**config.mk**
```make
export PLATFORM = sky130hd
export DESIGN_NAME = vga_ctrl
export DESIGN_NICKNAME = d
export VERILOG_FILES = /design/src/rtl/vga_pkg.sv /design/src/rtl/vga_scan_cnt.sv /design/src/rtl/vga_ctrl.sv
export SDC_FILE = /design/constraint.sdc
export NUM_CORES = 1
export LEC_CHECK = 0
export ABC_CLOCK_PERIOD_IN_PS = 3500
export CAP_MARGIN = 40
export CORE_MARGIN = 3
export CORE_UTILIZATION = 30
export CTS_BUF_LIST = sky130_fd_sc_hd__clkbuf_16
export DETAILED_ROUTE_END_ITERATION = 16
export SLEW_MARGIN = 20
export SYNTH_ARGS = -nofsm -noshare
export SYNTH_HDL_FRONTEND = slang
export SYNTH_SLANG_ARGS = --single-unit
```
**constraint.sdc**
```tcl
create_clock -name vga_clk -period 3.5 [get_ports vga_clk]
set_input_delay 0.7 -clock vga_clk [delete_from_list [all_inputs] [get_ports vga_clk]]
set_output_delay 0.7 -clock vga_clk [all_outputs]
set_load 0.01 [all_outputs]
```
**src/rtl/vga_pkg.sv**
```systemverilog
// Shared definitions for the 640x480@60 Hz VGA display-timing path.
// Holds the default timing constants, the idle coordinate value, the RGB565
// pixel type, the FSM state encoding and the test colour-bar palette.
package vga_pkg;

    localparam int H_SYNC_DFLT   = 96;
    localparam int H_BACK_DFLT   = 48;
    localparam int H_ACTIVE_DFLT = 640;
    localparam int H_FRONT_DFLT  = 16;
    localparam int H_TOTAL       = H_SYNC_DFLT + H_BACK_DFLT + H_ACTIVE_DFLT + H_FRONT_DFLT;

    localparam int V_SYNC_DFLT   = 2;
    localparam int V_BACK_DFLT   = 33;
    localparam int V_ACTIVE_DFLT = 480;
    localparam int V_FRONT_DFLT  = 10;
    localparam int V_TOTAL       = V_SYNC_DFLT + V_BACK_DFLT + V_ACTIVE_DFLT + V_FRONT_DFLT;

    // Coordinate driven to the generator when no pixel is being requested.
    localparam logic [9:0] COORD_IDLE = 10'h3ff;

    typedef logic [15:0] rgb565_t;

    typedef enum logic [1:0] {
        IDLE  = 2'd0,
        RUN   = 2'd1,
        DRAIN = 2'd2
    } vga_state_e;

    localparam rgb565_t BAR_WHITE   = 16'hFFFF;
    localparam rgb565_t BAR_YELLOW  = 16'hFFE0;
    localparam rgb565_t BAR_CYAN    = 16'h07FF;
    localparam rgb565_t BAR_GREEN   = 16'h07E0;
    localparam rgb565_t BAR_MAGENTA = 16'hF81F;
    localparam rgb565_t BAR_RED     = 16'hF800;
    localparam rgb565_t BAR_BLUE    = 16'h001F;
    localparam rgb565_t BAR_BLACK   = 16'h0000;

    // Colour of bar number idx, counted left to right.
    function automatic rgb565_t bar_colour(input logic [2:0] idx);
        rgb565_t c;
        case (idx)
            3'd0:    c = BAR_WHITE;
            3'd1:    c = BAR_YELLOW;
            3'd2:    c = BAR_CYAN;
            3'd3:    c = BAR_GREEN;
            3'd4:    c = BAR_MAGENTA;
            3'd5:    c = BAR_RED;
            3'd6:    c = BAR_BLUE;
            default: c = BAR_BLACK;
        endcase
        return c;
    endfunction

endpackage

```
**src/rtl/vga_scan_cnt.sv**
```systemverilog
// Horizontal/vertical scan counters for the VGA timing controller.
// Ports:
//   clk_i         pixel clock
//   rst_i         synchronous active-high reset (counters to 0)
//   hold_i        hold both counters at 0 (controller idle)
//   cnt_h_nxt_o   value cnt_h takes at the next clock
//   cnt_v_nxt_o   value cnt_v takes at the next clock
//   frame_wrap_o  current position is the last pixel of the frame
// The next-state values are exported so the controller can register its
// outputs in step with the counters instead of one clock behind them.
module vga_scan_cnt #(
    parameter int H_TOT = 800,
    parameter int V_TOT = 525
) (
    input  logic       clk_i,
    input  logic       rst_i,
    input  logic       hold_i,
    output logic [9:0] cnt_h_nxt_o,
    output logic [9:0] cnt_v_nxt_o,
    output logic       frame_wrap_o
);

    localparam logic [9:0] H_LAST = 10'(H_TOT - 1);
    localparam logic [9:0] V_LAST = 10'(V_TOT - 1);

    logic [9:0] cnt_h_q, cnt_h_d;
    logic [9:0] cnt_v_q, cnt_v_d;
    logic       line_wrap;

    assign line_wrap    = (cnt_h_q == H_LAST);
    assign frame_wrap_o = line_wrap && (cnt_v_q == V_LAST);

    always_comb begin
        cnt_h_d = cnt_h_q + 10'd1;
        cnt_v_d = cnt_v_q;
        if (hold_i) begin
            cnt_h_d = '0;
            cnt_v_d = '0;
        end else if (line_wrap) begin
            cnt_h_d = '0;
            cnt_v_d = (cnt_v_q == V_LAST) ? 10'd0 : cnt_v_q + 10'd1;
        end
    end

    always_ff @(posedge clk_i) begin
        if (rst_i) begin
            cnt_h_q <= '0;
            cnt_v_q <= '0;
        end else begin
            cnt_h_q <= cnt_h_d;
            cnt_v_q <= cnt_v_d;
        end
    end

    assign cnt_h_nxt_o = cnt_h_d;
    assign cnt_v_nxt_o = cnt_v_d;

endmodule

```
**src/rtl/vga_ctrl.sv**
```systemverilog
// VGA display-timing controller (640x480@60 Hz by default).
// Runs the scan counters, requests pixels from the picture generator ahead of
// the visible window by PIX_LAT clocks, and gates the returned pixel onto rgb.
// Ports:
//   vga_clk      pixel clock (25 MHz)
//   sys_rst      synchronous active-high reset
//   vga_en       scan enable, acted on at frame granularity
//   pix_data     RGB565 pixel from the generator, PIX_LAT clocks after pix_x/pix_y
//   bar_sel      (only with VGA_CTRL_TEST_BAR_EN) colour-bar test pattern select
//   pix_x/pix_y  requested coordinate, 10'h3ff when not requesting
//   hsync/vsync  sync pulses, active high
//   rgb          pixel to DAC, 0 outside the visible window
//   rgb_valid    high inside the visible window
//   frame_start  one-clock pulse at cnt_h=0, cnt_v=0 of each scanned frame
// Optional feature macro: VGA_CTRL_TEST_BAR_EN.
//
// state | meaning
// IDLE  | counters held at 0, outputs at reset values
// RUN   | scanning frames continuously
// DRAIN | enable dropped; finishing the current frame
//
// Registered outputs are loaded from the next state and next counter values,
// so every output is aligned with the counter position it describes.
module vga_ctrl
    import vga_pkg::*;
#(
    parameter int H_SYNC   = H_SYNC_DFLT,
    parameter int H_BACK   = H_BACK_DFLT,
    parameter int H_ACTIVE = H_ACTIVE_DFLT,
    parameter int H_FRONT  = H_FRONT_DFLT,
    parameter int V_SYNC   = V_SYNC_DFLT,
    parameter int V_BACK   = V_BACK_DFLT,
    parameter int V_ACTIVE = V_ACTIVE_DFLT,
    parameter int V_FRONT  = V_FRONT_DFLT,
    parameter int PIX_LAT  = 1
) (
    input  logic        vga_clk,
    input  logic        sys_rst,
    input  logic        vga_en,
    input  logic [15:0] pix_data,
`ifdef VGA_CTRL_TEST_BAR_EN
    input  logic        bar_sel,
`endif
    output logic [9:0]  pix_x,
    output logic [9:0]  pix_y,
    output logic        hsync,
    output logic        vsync,
    output logic [15:0] rgb,
    output logic        rgb_valid,
    output logic        frame_start
);

    localparam int H_TOT = H_SYNC + H_BACK + H_ACTIVE + H_FRONT;
    localparam int V_TOT = V_SYNC + V_BACK + V_ACTIVE + V_FRONT;

    localparam logic [9:0] HS_END   = 10'(H_SYNC);
    localparam logic [9:0] VS_END   = 10'(V_SYNC);
    localparam logic [9:0] H_VIS_LO = 10'(H_SYNC + H_BACK);
    localparam logic [9:0] H_VIS_HI = 10'(H_SYNC + H_BACK + H_ACTIVE);
    localparam logic [9:0] H_REQ_LO = 10'(H_SYNC + H_BACK - PIX_LAT);
    localparam logic [9:0] H_REQ_HI = 10'(H_SYNC + H_BACK + H_ACTIVE - PIX_LAT);
    localparam logic [9:0] V_VIS_LO = 10'(V_SYNC + V_BACK);
    localparam logic [9:0] V_VIS_HI = 10'(V_SYNC + V_BACK + V_ACTIVE);

    if (PIX_LAT < 1 || PIX_LAT > 4) begin : g_bad_lat
        $error("vga_ctrl: PIX_LAT must be in 1..4");
    end
    if (H_TOT > 1024 || V_TOT > 1024) begin : g_bad_total
        $error("vga_ctrl: timing totals must fit 10-bit counters");
    end

    vga_state_e state_q, state_d;
    logic [9:0] cnt_h_nxt, cnt_v_nxt;
    logic       frame_wrap;

    logic       hsync_q, hsync_d;
    logic       vsync_q, vsync_d;
    logic       valid_q, valid_d;
    logic       fs_q, fs_d;
    logic [9:0] pix_x_q, pix_x_d;
    logic [9:0] pix_y_q, pix_y_d;

    vga_scan_cnt #(
        .H_TOT (H_TOT),
        .V_TOT (V_TOT)
    ) u_scan_cnt (
        .clk_i        (vga_clk),
        .rst_i        (sys_rst),
        .hold_i       (state_q == IDLE),
        .cnt_h_nxt_o  (cnt_h_nxt),
        .cnt_v_nxt_o  (cnt_v_nxt),
        .frame_wrap_o (frame_wrap)
    );

    always_comb begin
        state_d = state_q;
        case (state_q)
            IDLE:    if (vga_en) state_d = RUN;
            RUN:     if (!vga_en) state_d = DRAIN;
            DRAIN:   if (frame_wrap) state_d = vga_en ? RUN : IDLE;
            default: state_d = IDLE;
        endcase
    end

    logic scan_on, v_vis, h_vis, h_req, req;

    always_comb begin
        scan_on = (state_d != IDLE);
        v_vis   = (cnt_v_nxt >= V_VIS_LO) && (cnt_v_nxt < V_VIS_HI);
        h_vis   = (cnt_h_nxt >= H_VIS_LO) && (cnt_h_nxt < H_VIS_HI);
        h_req   = (cnt_h_nxt >= H_REQ_LO) && (cnt_h_nxt < H_REQ_HI);
        req     = scan_on && v_vis && h_req;

        hsync_d = scan_on && (cnt_h_nxt < HS_END);
        vsync_d = scan_on && (cnt_v_nxt < VS_END);
        valid_d = scan_on && v_vis && h_vis;
        fs_d    = scan_on && (cnt_h_nxt == 10'd0) && (cnt_v_nxt == 10'd0);
        pix_x_d = req ? (cnt_h_nxt - H_REQ_LO) : COORD_IDLE;
        pix_y_d = req ? (cnt_v_nxt - V_VIS_LO) : COORD_IDLE;
    end

`ifdef VGA_CTRL_TEST_BAR_EN
    localparam logic [9:0] BAR_W = 10'(H_ACTIVE / 8);

    rgb565_t    bar_rgb_q, bar_rgb_d;
    logic [9:0] bar_off, bar_idx;

    // Only meaningful inside the visible window; rgb is gated elsewhere.
    always_comb begin
        bar_off   = cnt_h_nxt - H_VIS_LO;
        bar_idx   = bar_off / BAR_W;
        bar_rgb_d = bar_colour(bar_idx[2:0]);
    end
`endif

    always_ff @(posedge vga_clk) begin
        if (sys_rst) begin
            state_q   <= IDLE;
            hsync_q   <= 1'b0;
            vsync_q   <= 1'b0;
            valid_q   <= 1'b0;
            fs_q      <= 1'b0;
            pix_x_q   <= COORD_IDLE;
            pix_y_q   <= COORD_IDLE;
`ifdef VGA_CTRL_TEST_BAR_EN
            bar_rgb_q <= '0;
`endif
        end else begin
            state_q   <= state_d;
            hsync_q   <= hsync_d;
            vsync_q   <= vsync_d;
            valid_q   <= valid_d;
            fs_q      <= fs_d;
            pix_x_q   <= pix_x_d;
            pix_y_q   <= pix_y_d;
`ifdef VGA_CTRL_TEST_BAR_EN
            bar_rgb_q <= bar_rgb_d;
`endif
        end
    end

    // pix_data comes from the generator's own register stage, already aligned
    // with valid_q by the early request window, so it is gated directly.
`ifdef VGA_CTRL_TEST_BAR_EN
    assign rgb = !valid_q ? 16'h0 : (bar_sel ? bar_rgb_q : pix_data);
`else
    assign rgb = valid_q ? pix_data : 16'h0;
`endif

    assign pix_x       = pix_x_q;
    assign pix_y       = pix_y_q;
    assign hsync       = hsync_q;
    assign vsync       = vsync_q;
    assign rgb_valid   = valid_q;
    assign frame_start = fs_q;

endmodule

```
======== Yosys cells after proc, flatten, opt, wreduce, memory -nomap -nowiden ========
Index checks and enable logic that the tools add are counted.
word-level totals
  logic and storage cells ................. 53
  bits in read-only memories .............. 0
  bits in writable memories ............... 0
  memories kept ........................... 0
  bits of input ports ..................... 19
  register bits ........................... 46
  output and inout bits ................... 40
  latch bits .............................. 0
operators by class
  divide/modulo/power cells ............... 0
  add/subtract/negate cells ............... 4
  $lt $le $gt $ge ......................... 8
  multiply operators ...................... 0
  reductions and logical operators ........ 16
  shift-type cells ........................ 0
  equal/unequal tests ..................... 4
  mux-type cells .......................... 11
  bitwise operators ....................... 1
operator list
  kind                                                                 number
  2-to-1 mux 10 bit                                                    5
  less-than comparator 10 bit (second input constant)                  3
  adder 10 x 1 -> 10 bit (second input constant)                       2
  equality test 10 bit (second input constant)                         2
  greater-or-equal comparator 10 x 8 -> 1 bit (second input constant)  2
  zero test 10 bit                                                     2
  2-to-1 mux 16 bit                                                    1
  logical AND 1 bit                                                    11
  greater-or-equal comparator 10 x 6 -> 1 bit (second input constant)  1
  less-than comparator 10 x 2 -> 1 bit (second input constant)         1
  less-than comparator 10 x 7 -> 1 bit (second input constant)         1
  subtractor 10 x 6 -> 10 bit (second input constant)                  1
  subtractor 10 x 8 -> 10 bit (second input constant)                  1
  2-to-1 mux 2 bit                                                     3
  one-hot mux 2 bit (3 select lines)                                   1
  equality test 2 x 1 -> 1 bit (second input constant)                 1
  equality test 2 bit (second input constant)                          1
  zero test 2 bit                                                      1
  nonzero test 2 bit                                                   1
  OR reduction 2 bit                                                   1
  2-to-1 mux 1 bit                                                     1
  inverter 1 bit                                                       1

======== Longest topological paths before layout ========
Gate-level depths: netlist of the first run.
  depth in word-level cells ............... 10
  depth in mapped cells ................... 16
  mapped depth without buffers ............ 12

======== Cells and area by module ========
From an unflattened synthesis of the first run, not the netlist that was laid out.
unflattened totals
  cells, all modules ...................... 272
  area, all modules ....................... 2352.3 um^2
modules (own cells, without submodules)
  module        sequential area each (um^2)  cells each  area an instance (um^2)  times used
  vga_ctrl      520.5                        137         1252.5                   1
  vga_scan_cnt  400.4                        135         1099.8                   1

======== Worst setup path before layout of the first run ========
No wires, ideal clock.
  kind .................................... register -> register
  from .................................... register u_scan_cnt.cnt_h_q[0]
  to ...................................... register pix_x_q[7], in the netlist pix_x[7]
  path buffers ............................ 4
  arrival time ............................ 3.248 ns
  stages on the path, launching flop included .. 16
  required time ........................... 3.383 ns
  path slack .............................. 0.134 ns
  period minus slack after synthesis ...... 3.366 ns
  library setup time ...................... 0.117 ns
  path through ............................ dfxtp_1 > ha_1 > buf_2 > and4_1 > nand3_1 > o21ai_0 > clkbuf_1 > or2_2 > inv_1 > ha_1 > nor3_2 > a211oi_2 > nor4_2 > buf_6 > buf_6 > nand2_2
on the way
  cells in the longest elaborated chain, start to end .. 9
  elaborated cells between the ends (all ways) .. 21
  those cells by class .................... add/sub: 2; order compare: 4; eq/ne: 1; mux: 6; bitwise: 1; reduce/logical: 7
ends and longest elaborated chain
  element                                                                                     RTL line            source
  start, declared                                                                             vga_scan_cnt.sv:26  logic [9:0] cnt_h_q, cnt_h_d;
  start signal, assigned                                                                      vga_scan_cnt.sv:50  cnt_h_q <= cnt_h_d;
  equality test 10 bit *                                                                      vga_scan_cnt.sv:30  assign line_wrap = (cnt_h_q == H_LAST);
  2-to-1 mux 10 bit *                                                                         vga_scan_cnt.sv:39  end else if (line_wrap) begin
  2-to-1 mux 10 bit *                                                                         vga_scan_cnt.sv:36  if (hold_i) begin
  named net cnt_v_nxt[0]                                                                      vga_ctrl.sv:73      logic [9:0] cnt_h_nxt, cnt_v_nxt;
  greater-or-equal comparator 10 x 6 -> 1 bit or less-than comparator 10 bit (tied branches)  vga_ctrl.sv:109     v_vis = (cnt_v_nxt >= V_VIS_LO) && (cnt_v_nxt < V_VIS_HI);
  logical AND 1 bit *                                                                         vga_ctrl.sv:109
  logical AND 1 bit * (2 in a row)                                                            vga_ctrl.sv:112     req = scan_on && v_vis && h_req;
  inverter 1 bit (no source line) *                                                           n/a
  OR reduction 2 bit (no source line) *                                                       n/a
  end signal, assigned                                                                        vga_ctrl.sv:154     pix_x_q <= pix_x_d;
  end, declared                                                                               vga_ctrl.sv:80      logic [9:0] pix_x_q, pix_x_d;
The timed path passes the listed nets; every way through them passes the cells marked *.
A chain may end at the register's enable or synchronous reset.

======== Worst setup path after layout of the first run ========
  from .................................... register u_scan_cnt.cnt_h_q[1]
  to ...................................... register pix_x_q[3], in the netlist pix_x[3]
The elaborated chain is that of the path after synthesis.

==> results of run 1 <==
==> cell usage in the layout, fill, tap and decap left out, types with 4 or more instances in the layout <==
master and n:
a21oi_1 5, nand3_1 13, nand2_2 10, clkbuf_16 5, clkdlybuf4s50_1 58, a31oi_1 6
dfxtp_1 46, o21ai_0 9, nor2_1 33, buf_4 53, nand2b_1 4, nor4_1 7
ha_1 7, nand4_1 5, inv_1 8, xnor2_1 21, and2_1 22, xor2_1 11
nor3_1 20, nand2_1 22
==> worst min path at each step <==
stage / slack (ns) / start / end / depth (start not counted)
floorplan: 0.55 / u_scan_cnt.cnt_h_q[0] / pix_x[0] / 2
global placement: 0.61 / u_scan_cnt.cnt_h_q[3] / u_scan_cnt.cnt_h_q[3] / 2
detailed placement: 0.61 / u_scan_cnt.cnt_h_q[3] / u_scan_cnt.cnt_h_q[3] / 2
CTS: 0.62 / u_scan_cnt.cnt_h_q[3] / u_scan_cnt.cnt_h_q[3] / 2
global route: 0.67 / u_scan_cnt.cnt_h_q[3] / u_scan_cnt.cnt_h_q[3] / 2
finish: 0.63 / u_scan_cnt.cnt_h_q[3] / u_scan_cnt.cnt_h_q[3] / 2
==> through the flow <==
| step | utilization | power, uW | std cells | area (um^2) |
|---|---|---|---|---|
| 5_1_grt | 0.446 | 1130 | 540 | 3940 |
| 4_1_cts | 0.443 | 1090 | 537 | 3920 |
| 6_report | 0.446 | 1090 | 540 | 3940 |
| 3_5_place_dp | 0.426 | 626 | 529 | 3770 |
| 2_1_floorplan | - | 575 | 333 | 2780 |
| 3_3_place_gp | 0.425 | 626 | 528 | 3760 |
==> repair_timing <==
| action | 4_1_cts | 5_1_grt |
|---|---|---|
| buffers inserted | 0 | 3 |
| resized for setup | 0 | 0 |
| endpoints found under the setup margin | 0 | 3 |
==> sequential cells by signal (all words and copies together), names as in the netlist <==
name                count
u_scan_cnt.cnt_v_q     10
pix_x                  10
state_q                 2
rgb_valid               1
u_scan_cnt.cnt_h_q     10
frame_start             1
hsync                   1
pix_y                  10
vsync                   1
==> report_power, final <==
group	leakage, uW	switching (uW)	total, uW	internal [uW]
clock	0.0000698	206	471	265
combinational	0.00106	39.0	83.3	44.3
sequential	0.000373	3.03	531	528
==> cells by family (layout without fill, tap and decap cells) <==
logic type                 Yosys count  count (layout)  share of synthesized area
and+or+nand+nor                    160             160                      0.321
AOI/OAI and AO/OA                   56              56                      0.152
DFF                                 46              46                      0.331
xor gates and xnor gates            32              32                      0.101
buffers and inverters               29             128                     0.0527
adders and majority gates            7               7                     0.0315
muxes                                3               3                     0.0108
==> per-layer routing <==
metal | wire length, um | share of wire | vias up
met5 | 0 | 0 | -
met4 | 108 | 0.014 | 0
met3 | 506 | 0.066 | 9
met2 | 3370 | 0.44 | 96
met1 | 3660 | 0.48 | 1214
li1 | - | - | 1371
==> critical path: stages (launching register included) <==
cell,delay (ns)
dfxtp_1,0.34
ha_1,0.30
and4_1,0.28
nand3_1,0.12
o21ai_0,0.24
buf_4,0.15
or2_2,0.11
inv_1,0.05
ha_1,0.21
buf_4,0.15
o31a_1,0.31
nor3_2,0.31
nor4_4,0.08
buf_4,0.17
buf_6,0.15
o21ai_0,0.07
==> layout make-up <==
| cell class | instances | area share |
|---|---|---|
| Clock inverter | 3 | 0.00540 |
| Multi-Input combinational cell | 258 | 0.436 |
| Sequential cell | 46 | 0.234 |
| Timing Repair Buffer | 112 | 0.251 |
| Tap cell | 108 | 0.0343 |
| Inverter | 8 | 0.00762 |
| Clock buffer | 5 | 0.0317 |
==> out/qor.yml, run 1 <==
clock_tree:
  tritoncts: "done"
  tritoncts.num_buffers: 5
  insertion_delay_ns: 0.29
  htree_levels: 2
  cts_root_buffer: "clkbuf_16"
  cts_buffer_depth: 2
  cts_sinks: 46
  path_clk_slew_ns: 0.07
  hold_buffers: 0
place:
  dpl.hpwl_mm: 6.02
  place.gp.congestion: 0.857
  place_ws_ns: 0.242
  portBuffers: 58
global_routing:
  grt-busiest-layer: "met2"
  first_global_vias: 2604
  grt_antenna_before_repair: 0
  overflow: 0
  grtUsageMet1: 0.205
  grt_pass1_wl_mm: 12.6
  grtUsageMet3: 0.0232
  use_met2: 0.246
  track_usage: 0.151
  grt_max_degree: 24
timing:
  timing.hold.ws_ns: 0.627
  fin_ws_ns: 0.387
  maxSlewHeadroom: 0.654
  min_period_over_period: 0.889
  fin_skew_ns: 0.00792
  maxSlewViolCount: 0
  hold_viol: 0
  tns_ns: 0
  period_minus_slack_ns: 3.11
  tightest_slew_ns: 0.515
  max_freq_ghz: 0.321
  rsz0062_at_grt: "no"
  setup_violations: 0
routing:
  via_per_inst: 4.98
  finalWirelength_mm: 7.65
  routedWlPerCell_um: 14.2
  firstDrtPassIters: 4
  drt_iter0_drc: 140
  drc_errors: 0
  via_count: 2690
  ant_nets: 0
final_layout:
  n_fill_cell: 877
  diodes: 0
  areaGrowthSynthToFinish_pct: 41.9
  drive_above_1_share: 0.199
  register_area_um2: 921
  multi_input_area_mm2: 0.00172
  nets: 457
yosys:
  synth_cell_type_count: 60
  synth-edff-count: 0
  synth_common_cells: "46 x dfxtp_1, 33 x nor2_1, 22 x and2_1, 22 x nand2_1, 21 x xnor2_1"
  netlist.area_leader.share: 0.331
  ys_warn_count: 0
  syn-mean-instance-area_um2: 8.35
  ys_async_sr_fraction: 0
  yosysSeqAreaShare: 0.331
  netlist_instances: 333
  synth.most_common_cell: "dfxtp_1"
  synth_nets: 359
  synthTopCellsByArea: "dfxtp_1 33%, xnor2_1 6.6%, and2_1 5.0%"
  synthFlopType: "dfxtp_1"
  synthesis.area_mm2: 0.00278
  ys_ff_latch: 46
  synth.largest_area_cell: "dfxtp_1"
critical_path:
  path_class: "flip-flop to flip-flop"
  regToRegStartpoint: "u_scan_cnt.cnt_h_q[1]"
  critPathArrivalTime_ns: 3.33
  end_kind: "flip-flop"
  worstSetupStartpointType: "flip-flop"
  setup.worst_path.end: "pix_x[3]"
  ff2ff_path_depth: 15
  timing.rr.end: "pix_x[3]"
  r2r_slack_ns: 0.39
  cp_max_fo: 10
  startpoint: "u_scan_cnt.cnt_h_q[1]"
  required_ns: 3.72
pwr:
  p_per_area_mw_per_mm2: 275
  p_leak_uw: 0.00151
  vdd.ir_drop.worst_mv: 0.150
run:
  maxCapViolCount: 0
die:
  die_x_um: 102
  die_y_um: 102
  rows: 34
  design.core.area_mm2: 0.00885
  die_area_mm2: 0.0105
  io_pins: 59
  initial_utilization: 0.314
outcome:
  status: "finished clean"
worst_hold_path:
  hold_path_class: "flip-flop to flip-flop"
(Power assumes the default switching activity.)
==> inputs of run 2 (changes only) <==
Settings changed: CORE_ASPECT_RATIO set to 0.6.
==> run 2 against run 1 <==
Flip-flop and latch count unchanged. Critical endpoint unchanged. Die area increased by 0.36%. Hold slack better by 0.0050 ns. Setup slack worse by 0.10 ns. Cell count shrank 6.5%. Clock power is 15% higher.
==> out/qor.yml, run 2 (same netlist as run 1, synthesis figures left out) <==
die:
  die_x_um: 130  # was 102 um
  design.core.area_mm2: 0.00875  # was 0.00885 mm^2
  initial_utilization: 0.318  # was 0.314
  die_area_mm2: 0.0105  # about the same
  die_y_um: 80.6  # was 102 um
  io_pins: 59  # unchanged
  rows: 26  # was 34
timing:
  maxSlewHeadroom: 0.649  # was 0.654
  fin_skew_ns: 0.00596  # was 0.00792 ns
  period_minus_slack_ns: 3.22  # was 3.11 ns
  tns_ns: 0  # unchanged
  rsz0062_at_grt: "no"  # unchanged
  setup_violations: 0  # unchanged
  max_freq_ghz: 0.311  # was 0.321 GHz
  hold_viol: 0  # unchanged
  min_period_over_period: 0.919  # was 0.889
  tightest_slew_ns: 0.524  # was 0.515 ns
  maxSlewViolCount: 0  # unchanged
pwr:
  p_per_area_mw_per_mm2: 314  # was 275 mW/mm^2
  switchingPower_uw: 246  # was 248 uW
  internal_power_uw: 906  # was 837 uW
  pwr-share-seq: 0.462  # was 0.490
  swShare: 0.213  # was 0.229
  vdd.ir_drop.worst_mv: 0.208  # was 0.150 mV
  p_leak_uw: 0.00132  # was 0.00151 uW
  pwr-share-comb: 0.068  # was 0.077
  clkPwrFrac: 0.470  # was 0.434
routing:
  drt_iter0_drc: 235  # was 140
  via_per_inst: 5.25  # was 4.98
  via_count: 2649  # was 2690
  drc_errors: 0  # unchanged
  routedWlPerCell_um: 15.4  # was 14.2 um
  ant_nets: 0  # unchanged
  finalWirelength_mm: 7.80  # was 7.65 mm
  firstDrtPassIters: 5  # was 4
clock_tree:
  cts_root_buffer: "clkbuf_16"  # unchanged
  cts_setup_buffers: 0  # unchanged
  ctsResizeCount: 0  # unchanged
  hold_buffers: 0  # unchanged
  htree_levels: 2  # unchanged
  tritoncts.num_buffers: 5  # unchanged
  cts_sinks: 46  # unchanged
  tritoncts: "done"  # unchanged
  insertion_delay_ns: 0.29  # about the same
  cts_buffer_depth: 2  # unchanged
  path_clk_slew_ns: 0.06  # was 0.07 ns
global_routing:
  grt_max_degree: 25  # was 24
  first_global_vias: 2397  # was 2604
  grt_antenna_before_repair: 0  # unchanged
  overflow: 0  # unchanged
  grt_pass1_wl_mm: 12.3  # was 12.6 mm
  track_usage: 0.150  # was 0.151
critical_path:
  path_class: "flip-flop to flip-flop"  # unchanged
  required_ns: 3.67  # was 3.72 ns
  cp_max_fo: 10  # unchanged
  end_kind: "flip-flop"  # unchanged
  worstSetupStartpointType: "flip-flop"  # unchanged
  critPathArrivalTime_ns: 3.39  # was 3.33 ns
run:
  maxCapViolCount: 0  # unchanged
final_layout:
  areaGrowthSynthToFinish_pct: 32.2  # was 41.9%
  diodes: 0  # unchanged
  final_cell_mix: "58 x clkdlybuf4s50_1, 46 x dfxtp_1, 33 x nor2_1"  # was 58 x clkdlybuf4s50_1, 53 x buf_4, 46 x dfxtp_1
  final_util: 0.420  # was 0.446
  nets: 418  # was 457
  final_common_cell: "clkdlybuf4s50_1"  # unchanged
  drive_above_1_share: 0.120  # was 0.199
place:
  portBuffers: 58  # unchanged
  place.gp.congestion: 0.962  # was 0.857
  dpl.hpwl_mm: 6.10  # was 6.02 mm
worst_hold_path:
  hold_path_class: "flip-flop to flip-flop"  # unchanged
outcome:
  status: "finished clean"  # unchanged
## run 2: through the flow
step | power (uW) | instance area [um^2] | setup slack [ns] | cells | hold WS [ns]
2_1_floorplan | 575 | 2780 | 0.134 | 333 | 0.549
3_3_place_gp | 622 | 3500 | 0.448 | 497 | 0.601
3_5_place_dp | 621 | 3500 | 0.315 | 497 | 0.607
4_1_cts | 1160 | 3670 | 0.294 | 505 | 0.624
5_1_grt | 1190 | 3670 | 0.0392 | 505 | 0.672
6_report | 1150 | 3670 | 0.284 | 505 | 0.632
## run 2: final cells by class
cell class / count / area (um^2)
repair buffers: 73 / 693
flip-flops and latches: 46 / 921
fillers: 859 / 5080
inverters: 8 / 30.0
multi-input cells: 258 / 1720
clock inverters: 3 / 43.8
clock buffers: 5 / 125
well taps: 112 / 140
## run 2: final timing paths
path | cells after the start | slack (ns) | endpoint | start
setup / recovery | 13 | 0.28 | pix_x[3] | u_scan_cnt.cnt_h_q[0]
hold / removal | 2 | 0.63 | pix_x[0] | u_scan_cnt.cnt_h_q[0]
setup reg to reg | 13 | 0.28 | pix_x[3] | u_scan_cnt.cnt_h_q[0]
hold reg to reg | 2 | 0.63 | pix_x[0] | u_scan_cnt.cnt_h_q[0]
## run 2: power by group through the flow
stage | combinational (uW) | sequential, uW | clock (uW)
after CTS | 77.1 | 533 | 552
final | 77.8 | 533 | 542
after floorplan | 30.0 | 545 | 0
after global routing | 83.8 | 533 | 575
after global placement | 77.5 | 545 | 0
after detailed placement | 76.6 | 545 | 0
## run 2: metal layers
metal / vias up / track usage / part of all wire
li1: 1292 / - / -
met5: - / 0 / 0
met2: 145 / 0.194 / 0.35
met3: 7 / 0.0465 / 0.13
met4: 0 / 0.0384 / 0.011
met1: 1205 / 0.232 / 0.51
## run 2: critical path: stages (launching register included)
cell	delay, ns
dfxtp_1	0.36
ha_1	0.28
and4_1	0.22
nand3_1	0.11
nand2_1	0.09
nor2_1	0.20
ha_1	0.25
nand4b_1	0.15
o22a_1	0.27
a21o_1	0.18
a31o_1	0.24
nor4_4	0.40
buf_4	0.25
o21ai_0	0.09
